File: src/rtl/br_resolve_unit_pkg.sv
// Shared RV32I types for the branch path.
//   branch_funct3_t : funct3 encodings of the six conditional branches
//   bht_ctr_t       : 2-bit saturating BHT counter, plus its named states
//   ctr_next()      : saturating counter step toward taken / not-taken
package rv32i_types;

  typedef enum logic [2:0] {
    BR_BEQ  = 3'b000,
    BR_BNE  = 3'b001,
    BR_BLT  = 3'b100,
    BR_BGE  = 3'b101,
    BR_BLTU = 3'b110,
    BR_BGEU = 3'b111
  } branch_funct3_t;

  typedef logic [1:0] bht_ctr_t;

  localparam bht_ctr_t CTR_SNT = 2'b00;
  localparam bht_ctr_t CTR_WNT = 2'b01;
  localparam bht_ctr_t CTR_WT  = 2'b10;
  localparam bht_ctr_t CTR_ST  = 2'b11;

  function automatic bht_ctr_t ctr_next(bht_ctr_t c, logic taken);
    if (taken) return (c == CTR_ST)  ? CTR_ST  : c + 2'd1;
    else       return (c == CTR_SNT) ? CTR_SNT : c - 2'd1;
  endfunction

endpackage

File: src/rtl/br_resolve_unit_if.sv
// Bus between fetch/issue and the branch resolve stage.
//   master : drives prediction lookup PC and the resolving branch op
//   slave  : the resolve unit; returns prediction, registered result, stats
interface br_resolve_unit_if #(parameter int XLEN = 32);
  logic [XLEN-1:0] pred_pc;
  logic            pred_taken;
  logic            res_valid;
  logic [2:0]      res_cmpop;
  logic [XLEN-1:0] res_a;
  logic [XLEN-1:0] res_b;
  logic [XLEN-1:0] res_pc;
  logic            res_pred;
  logic            stall;
  logic            flush;
  logic            out_valid;
  logic            br_en;
  logic            mispredict;
  logic            illegal_op;
  logic [31:0]     branch_count;
  logic [31:0]     mispredict_count;

  modport master (
    output pred_pc, res_valid, res_cmpop, res_a, res_b, res_pc, res_pred, stall, flush,
    input  pred_taken, out_valid, br_en, mispredict, illegal_op, branch_count, mispredict_count
  );
  modport slave (
    input  pred_pc, res_valid, res_cmpop, res_a, res_b, res_pc, res_pred, stall, flush,
    output pred_taken, out_valid, br_en, mispredict, illegal_op, branch_count, mispredict_count
  );
endinterface

File: src/rtl/br_resolve_unit_cmp.sv
// br_cmp: combinational branch condition evaluator, shared with the ALU path.
//   cmpop   : branch funct3
//   a, b    : operands (XLEN)
//   br_en   : condition true
//   illegal : funct3 010/011, which encode no branch (br_en forced 0)
module br_cmp
  import rv32i_types::*;
#(
  parameter int XLEN = 32
) (
  input  logic [2:0]      cmpop,
  input  logic [XLEN-1:0] a,
  input  logic [XLEN-1:0] b,
  output logic            br_en,
  output logic            illegal
);
  always_comb begin
    br_en   = 1'b0;
    illegal = 1'b0;
    case (cmpop)
      BR_BEQ:  br_en = (a == b);
      BR_BNE:  br_en = (a != b);
      BR_BLT:  br_en = ($signed(a) <  $signed(b));
      BR_BGE:  br_en = ($signed(a) >= $signed(b));
      BR_BLTU: br_en = (a <  b);
      BR_BGEU: br_en = (a >= b);
      default: illegal = 1'b1;
    endcase
  end
endmodule

File: src/rtl/br_resolve_unit.sv
// Branch resolution stage with bimodal BHT.
//   clk, rst : clock, synchronous active-high reset
//   bus      : lookup (pred_pc -> pred_taken, combinational) and resolve
//              (res_* -> registered out_valid/br_en/mispredict/illegal_op),
//              plus saturating branch and mispredict counts
// The BHT is trained on the resolve edge; a same-index lookup in that cycle
// sees the pre-update counter (no bypass).
module br_resolve_unit
  import rv32i_types::*;
#(
  parameter int       XLEN        = 32,
  parameter int       BHT_ENTRIES = 64,
  parameter bht_ctr_t CTR_INIT    = CTR_WNT
) (
  input logic              clk,
  input logic              rst,
  br_resolve_unit_if.slave bus
);
  localparam int IW = $clog2(BHT_ENTRIES);

  bht_ctr_t [BHT_ENTRIES-1:0] bht;
  logic [IW-1:0] pred_idx, res_idx;
  logic          cmp_br, cmp_ill, fire;
  logic          vld_q, br_q, mis_q, ill_q;
  logic [31:0]   bcnt, mcnt;

  br_cmp #(.XLEN(XLEN)) u_cmp (
    .cmpop   (bus.res_cmpop),
    .a       (bus.res_a),
    .b       (bus.res_b),
    .br_en   (cmp_br),
    .illegal (cmp_ill)
  );

  // Word-aligned PCs: bits [1:0] carry no index information.
  assign pred_idx = bus.pred_pc[IW+1:2];
  assign res_idx  = bus.res_pc[IW+1:2];
  assign fire     = bus.res_valid & ~bus.stall & ~bus.flush;

  assign bus.pred_taken       = bht[pred_idx][1];
  assign bus.out_valid        = vld_q;
  assign bus.br_en            = br_q;
  assign bus.mispredict       = mis_q;
  assign bus.illegal_op       = ill_q;
  assign bus.branch_count     = bcnt;
  assign bus.mispredict_count = mcnt;

  always_ff @(posedge clk) begin
    if (rst) begin
      bht   <= {BHT_ENTRIES{CTR_INIT}};
      vld_q <= 1'b0;
      br_q  <= 1'b0;
      mis_q <= 1'b0;
      ill_q <= 1'b0;
      bcnt  <= '0;
      mcnt  <= '0;
    end else if (fire) begin
      vld_q <= 1'b1;
      br_q  <= cmp_br;
      mis_q <= cmp_br ^ bus.res_pred;
      ill_q <= cmp_ill;
      // Illegal encodings are not branches: no training, no stats.
      if (!cmp_ill) begin
        bht[res_idx] <= ctr_next(bht[res_idx], cmp_br);
        if (bcnt != '1) bcnt <= bcnt + 32'd1;
        if ((cmp_br != bus.res_pred) && (mcnt != '1)) mcnt <= mcnt + 32'd1;
      end
    end else if (bus.flush || !bus.stall) begin
      // Stall without flush holds everything, out_valid included.
      vld_q <= 1'b0;
    end
  end
endmodule

File: src/flat_wrapper.sv
// flat-port wrapper written by rule: the top's interface ports become plain ports
module br_resolve_unit_flat import rv32i_types::*;
#(
  parameter int       XLEN        = 32,
  parameter int       BHT_ENTRIES = 64,
  parameter bht_ctr_t CTR_INIT    = CTR_WNT
)
  (clk, rst, bus_pred_pc, bus_res_valid, bus_res_cmpop, bus_res_a, bus_res_b, bus_res_pc, bus_res_pred, bus_stall, bus_flush, bus_pred_taken, bus_out_valid, bus_br_en, bus_mispredict, bus_illegal_op, bus_branch_count, bus_mispredict_count);
  br_resolve_unit_if #(.XLEN(XLEN)) bus_i ();
  input logic clk;
  input logic rst;
  input wire logic [$bits(bus_i.pred_pc)-1:0] bus_pred_pc;
  input wire logic [$bits(bus_i.res_valid)-1:0] bus_res_valid;
  input wire logic [$bits(bus_i.res_cmpop)-1:0] bus_res_cmpop;
  input wire logic [$bits(bus_i.res_a)-1:0] bus_res_a;
  input wire logic [$bits(bus_i.res_b)-1:0] bus_res_b;
  input wire logic [$bits(bus_i.res_pc)-1:0] bus_res_pc;
  input wire logic [$bits(bus_i.res_pred)-1:0] bus_res_pred;
  input wire logic [$bits(bus_i.stall)-1:0] bus_stall;
  input wire logic [$bits(bus_i.flush)-1:0] bus_flush;
  output wire logic [$bits(bus_i.pred_taken)-1:0] bus_pred_taken;
  output wire logic [$bits(bus_i.out_valid)-1:0] bus_out_valid;
  output wire logic [$bits(bus_i.br_en)-1:0] bus_br_en;
  output wire logic [$bits(bus_i.mispredict)-1:0] bus_mispredict;
  output wire logic [$bits(bus_i.illegal_op)-1:0] bus_illegal_op;
  output wire logic [$bits(bus_i.branch_count)-1:0] bus_branch_count;
  output wire logic [$bits(bus_i.mispredict_count)-1:0] bus_mispredict_count;
  assign bus_i.pred_pc = bus_pred_pc;
  assign bus_i.res_valid = bus_res_valid;
  assign bus_i.res_cmpop = bus_res_cmpop;
  assign bus_i.res_a = bus_res_a;
  assign bus_i.res_b = bus_res_b;
  assign bus_i.res_pc = bus_res_pc;
  assign bus_i.res_pred = bus_res_pred;
  assign bus_i.stall = bus_stall;
  assign bus_i.flush = bus_flush;
  assign bus_pred_taken = bus_i.pred_taken;
  assign bus_out_valid = bus_i.out_valid;
  assign bus_br_en = bus_i.br_en;
  assign bus_mispredict = bus_i.mispredict;
  assign bus_illegal_op = bus_i.illegal_op;
  assign bus_branch_count = bus_i.branch_count;
  assign bus_mispredict_count = bus_i.mispredict_count;
  br_resolve_unit #(.XLEN(XLEN), .BHT_ENTRIES(BHT_ENTRIES), .CTR_INIT(CTR_INIT)) u_core (.clk(clk), .rst(rst), .bus(bus_i));
endmodule
File: config.mk
export PLATFORM = sky130hd
export DESIGN_NAME = br_resolve_unit_flat
export DESIGN_NICKNAME = d
export VERILOG_FILES = /design/src/rtl/br_resolve_unit_pkg.sv /design/src/rtl/br_resolve_unit_if.sv /design/src/rtl/br_resolve_unit_cmp.sv /design/src/rtl/br_resolve_unit.sv /design/src/flat_wrapper.sv
export SDC_FILE = /design/constraint.sdc
export NUM_CORES = 1
export LEC_CHECK = 0
export ABC_CLOCK_PERIOD_IN_PS = 6800
export CAP_MARGIN = 0
export CORE_MARGIN = 8
export CORE_UTILIZATION = 25
export DETAILED_ROUTE_END_ITERATION = 6
export PLACE_DENSITY_LB_ADDON = 0.3
export SLEW_MARGIN = 20
export SYNTH_ARGS = -nofsm -noshare
export SYNTH_HDL_FRONTEND = slang
export SYNTH_SLANG_ARGS = --single-unit
File: constraint.sdc
create_clock -name clk -period 6.8 [get_ports clk]
set_input_delay 1.02 -clock clk [delete_from_list [all_inputs] [get_ports clk]]
set_output_delay 1.02 -clock clk [all_outputs]
set_load 0.03 [all_outputs]
==> results.py <==
metrics = {
    "status": {
        "run_status": "completed",
    },
    "timing": {
        "min_period_ns": 5.30,
        "fmax_mhz": 189,
        "skew_ns": 0.0195,
        "max_slew_margin_pct": 26.5,
        "fin_tns_setup_ns": 0,
        "rsz0062_at_grt": "no",
        "finalSetupViolCount": 0,
        "tightestPinTransition_ns": 1.10,
        "setup_ws_ns": 1.50,
        "slew_viol_final": 0,
        "fin_crit_sh_pct": 77.9,
        "hold_viol": 0,
    },
    "route": {
        "detail_route.first_pass.iterations": 5,
        "antenna_left": 0,
        "vias": 11100,
        "first_iter_violations": 859,
        "wl_met1_microns": 17400,
        "wirelength_microns": 39100,
        "highest_layer": "met4",
        "route.met2.wl_microns": 18200,
        "dr_wl_met3_microns": 2750,
        "wire_per_inst_microns": 18.6,
        "viasPerCell": 5.27,
        "drt_drc_violations_left": 0,
    },
    "worst_setup_path": {
        "regToRegStartpoint": "u_core.bht[11]",
        "crit_arrival_ns": 4.28,
        "path_max_fanout": 16,
        "r2r_end": "u_core.bht[78]",
        "worstPathRequired_ns": 5.78,
        "r2r_slack_ns": 3.64,
        "rr_worst_depth": 8,
        "critical_path_class": "in2out",
        "cp-end-kind": "output port",
        "worstSetupStartpointType": "input pin",
    },
    "logic_synthesis": {
        "ys_top_cells_by_area": "dfxtp_1 (32%), a21oi_4 (6.7%), nor3_1 (5.4%)",
        "synth_nets": 1568,
        "async_flop_share_pct": 0,
        "netlist.area_leader.share_pct": 32.4,
        "ys_types": 66,
        "synth-edff-count": 0,
        "synth_area_sq_mm": 0.0121,
        "synth-seq-cells": 196,
        "synth_common_cells": "dfxtp_1 (196), nor2_1 (144), nor3_1 (131), o21ai_0 (99), clkbuf_1 (82)",
        "avgSynthCellArea_sq_um": 8.68,
        "yosys_most_used_dff": "dfxtp_1",
        "syn_inst": 1397,
        "yosysTopAreaCell": "dfxtp_1",
        "post-synth-top-count-cell": "dfxtp_1",
        "yosysSeqAreaShare_pct": 32.4,
        "synth_warnings": 0,
    },
    "clock_tree": {
        "cts-htree-levels": 4,
        "cts.reportedPaths.clkPinSlew_ns": 0.08,
        "cts_buffers": 17,
        "postCtsSetupRepairBufs": 0,
        "postCtsHoldBufs": 0,
        "cts_sinks": 196,
        "worstSkewPairLatency_ns": 0.46,
        "root_buffer": "clkbuf_16",
        "cts_tree": "done",
        "postCtsResizedCells": 0,
        "max-clock-path-buffers": 2,
    },
    "power": {
        "pwr-share-comb_pct": 14.6,
        "p_seq_share_pct": 44.9,
        "internal_power_mw": 1.79,
        "ir_drop_v": 0.000235,
        "p_sw_uw": 776,
        "pwr_density_cell_mw_per_mm2": 176,
        "switching_share_pct": 30.3,
        "clkPwrFrac_pct": 40.5,
        "leakagePower_nw": 4.70,
    },
    "floorplan": {
        "dieArea_sq_mm": 0.0558,
        "start_util_pct": 25.3,
        "die_h_microns": 236,
        "fp.dieW_microns": 236,
        "rows": 80,
        "core_sq_mm": 0.0478,
        "io_pins": 206,
    },
    "hold_path": {
        "min_path_type": "reg2reg",
        "whs_path_depth": 2,
        "min-delay-start": "u_core.bht[69]",
        "holdPathEnd": "u_core.bht[69]",
    },
    "grt": {
        "grt_overflow": 0,
        "grt_pass1_vias": 10700,
        "globalRouteTotalUtil_pct": 13.6,
        "grt_max_degree": 257,
        "antenna_found_initial": 0,
        "grt_pass1_wl_microns": 61300,
    },
    "placed_design": {
        "post-dp-hpwl_microns": 25600,
        "gp_congestion": 0.814,
        "dp_slack_ns": 1.57,
        "port_buffers": 153,
    },
    "layout": {
        "fin_nets": 1645,
        "antenna_cells": 0,
        "layout-drive-gt1-share_pct": 15.9,
        "area_growth_pct": 20.1,
    },
    "flow_run": {
        "max-cap-violations": 0,
    },
}
critical path, stage by stage:
cell and delay (ns):
clkdlybuf4s50_1 1.16, mux4_2 0.45, mux4_2 0.53, mux4_2 0.50, clkdlybuf4s50_1 0.61
worst max path at each step:
| stage | start | cells after the start | slack (ns) | to |
|---|---|---|---|---|
| 2_1_floorplan | bus_pred_pc[2] | 5 | 2.24 | bus_pred_taken |
| 3_3_place_gp | bus_pred_pc[3] | 5 | 1.57 | bus_pred_taken |
| 3_5_place_dp | bus_pred_pc[3] | 5 | 1.57 | bus_pred_taken |
| 4_1_cts | bus_pred_pc[3] | 5 | 1.56 | bus_pred_taken |
| 5_1_grt | bus_pred_pc[3] | 5 | 1.50 | bus_pred_taken |
| 6_report | bus_pred_pc[3] | 5 | 1.50 | bus_pred_taken |
power groups by stage:
stage	Combinational, mW	Clock [mW]	Sequential, mW
5_1_grt	0.401	1.12	1.15
6_report	0.374	1.04	1.15
3_3_place_gp	0.373	0	1.18
4_1_cts	0.375	1.07	1.15
2_1_floorplan	0.256	0	1.18
3_5_place_dp	0.374	0	1.18
kinds of logic (layout without fill, tap and decap cells):
family,count (synthesis),count (layout),synth area share [%]
and+or+nand+nor,567,567,25.3
AOI/OAI and AO/OA,345,345,22.2
DFF,196,196,32.4
buffers and inverters,161,251,6.59
muxes,71,71,8.34
adders and majority gates,35,35,3.60
xor gates and xnor gates,22,22,1.59
metal layers:
layer | track usage, % | vias to the layer above
met5 | 0 | -
met4 | 4.08 | 0
met3 | 3.84 | 39
met2 | 21.7 | 330
met1 | 17.6 | 5412
li1 | - | 5295
area by class of cell:
cell class / instances / area [sq um]
Sequential cell: 196 / 3920
Inverter: 49 / 184
Tap cell: 615 / 769
Clock inverter: 15 / 150
Multi-Input combinational cell: 1040 / 7410
Fill cell: 5036 / 33300
Timing Repair Buffer: 170 / 1700
Clock buffer: 17 / 425
placed cells by master, fill, tap and decap left out, types with 38 or more instances in the layout:
| master | n |
|---|---|
| dfxtp_1 | 196 |
| inv_1 | 48 |
| a21oi_4 | 50 |
| or3b_2 | 54 |
| nor2_1 | 144 |
| nor3_1 | 131 |
| a22oi_1 | 43 |
| nand3_1 | 38 |
| a21oi_1 | 38 |
| o21ai_0 | 99 |
| clkdlybuf4s50_1 | 152 |
| nand2_1 | 59 |
through the flow:
| stage | utilization, % | cell area (sq um) | power, mW | hold slack, ns | std cells |
|---|---|---|---|---|---|
| 2_1_floorplan | - | 12100 | 1.44 | 0.463 | 1397 |
| 3_3_place_gp | 29.2 | 14000 | 1.55 | 0.475 | 2070 |
| 3_5_place_dp | 29.2 | 14000 | 1.55 | 0.486 | 2070 |
| 4_1_cts | 30.4 | 14600 | 2.59 | 0.498 | 2102 |
| 5_1_grt | 30.4 | 14600 | 2.67 | 0.513 | 2102 |
| 6_report | 30.4 | 14600 | 2.56 | 0.497 | 2102 |
sequential cells by signal, summed over array words and instances, names as in the netlist:
| signal | count |
|---|---|
| u_core.bus.branch_count | 32 |
| u_core.bus.illegal_op | 1 |
| u_core.bus.out_valid | 1 |
| u_core.bus.mispredict | 1 |
| u_core.bus.br_en | 1 |
| u_core.bus.mispredict_count | 32 |
| u_core.bht | 128 |
(Power assumes the default switching activity.)
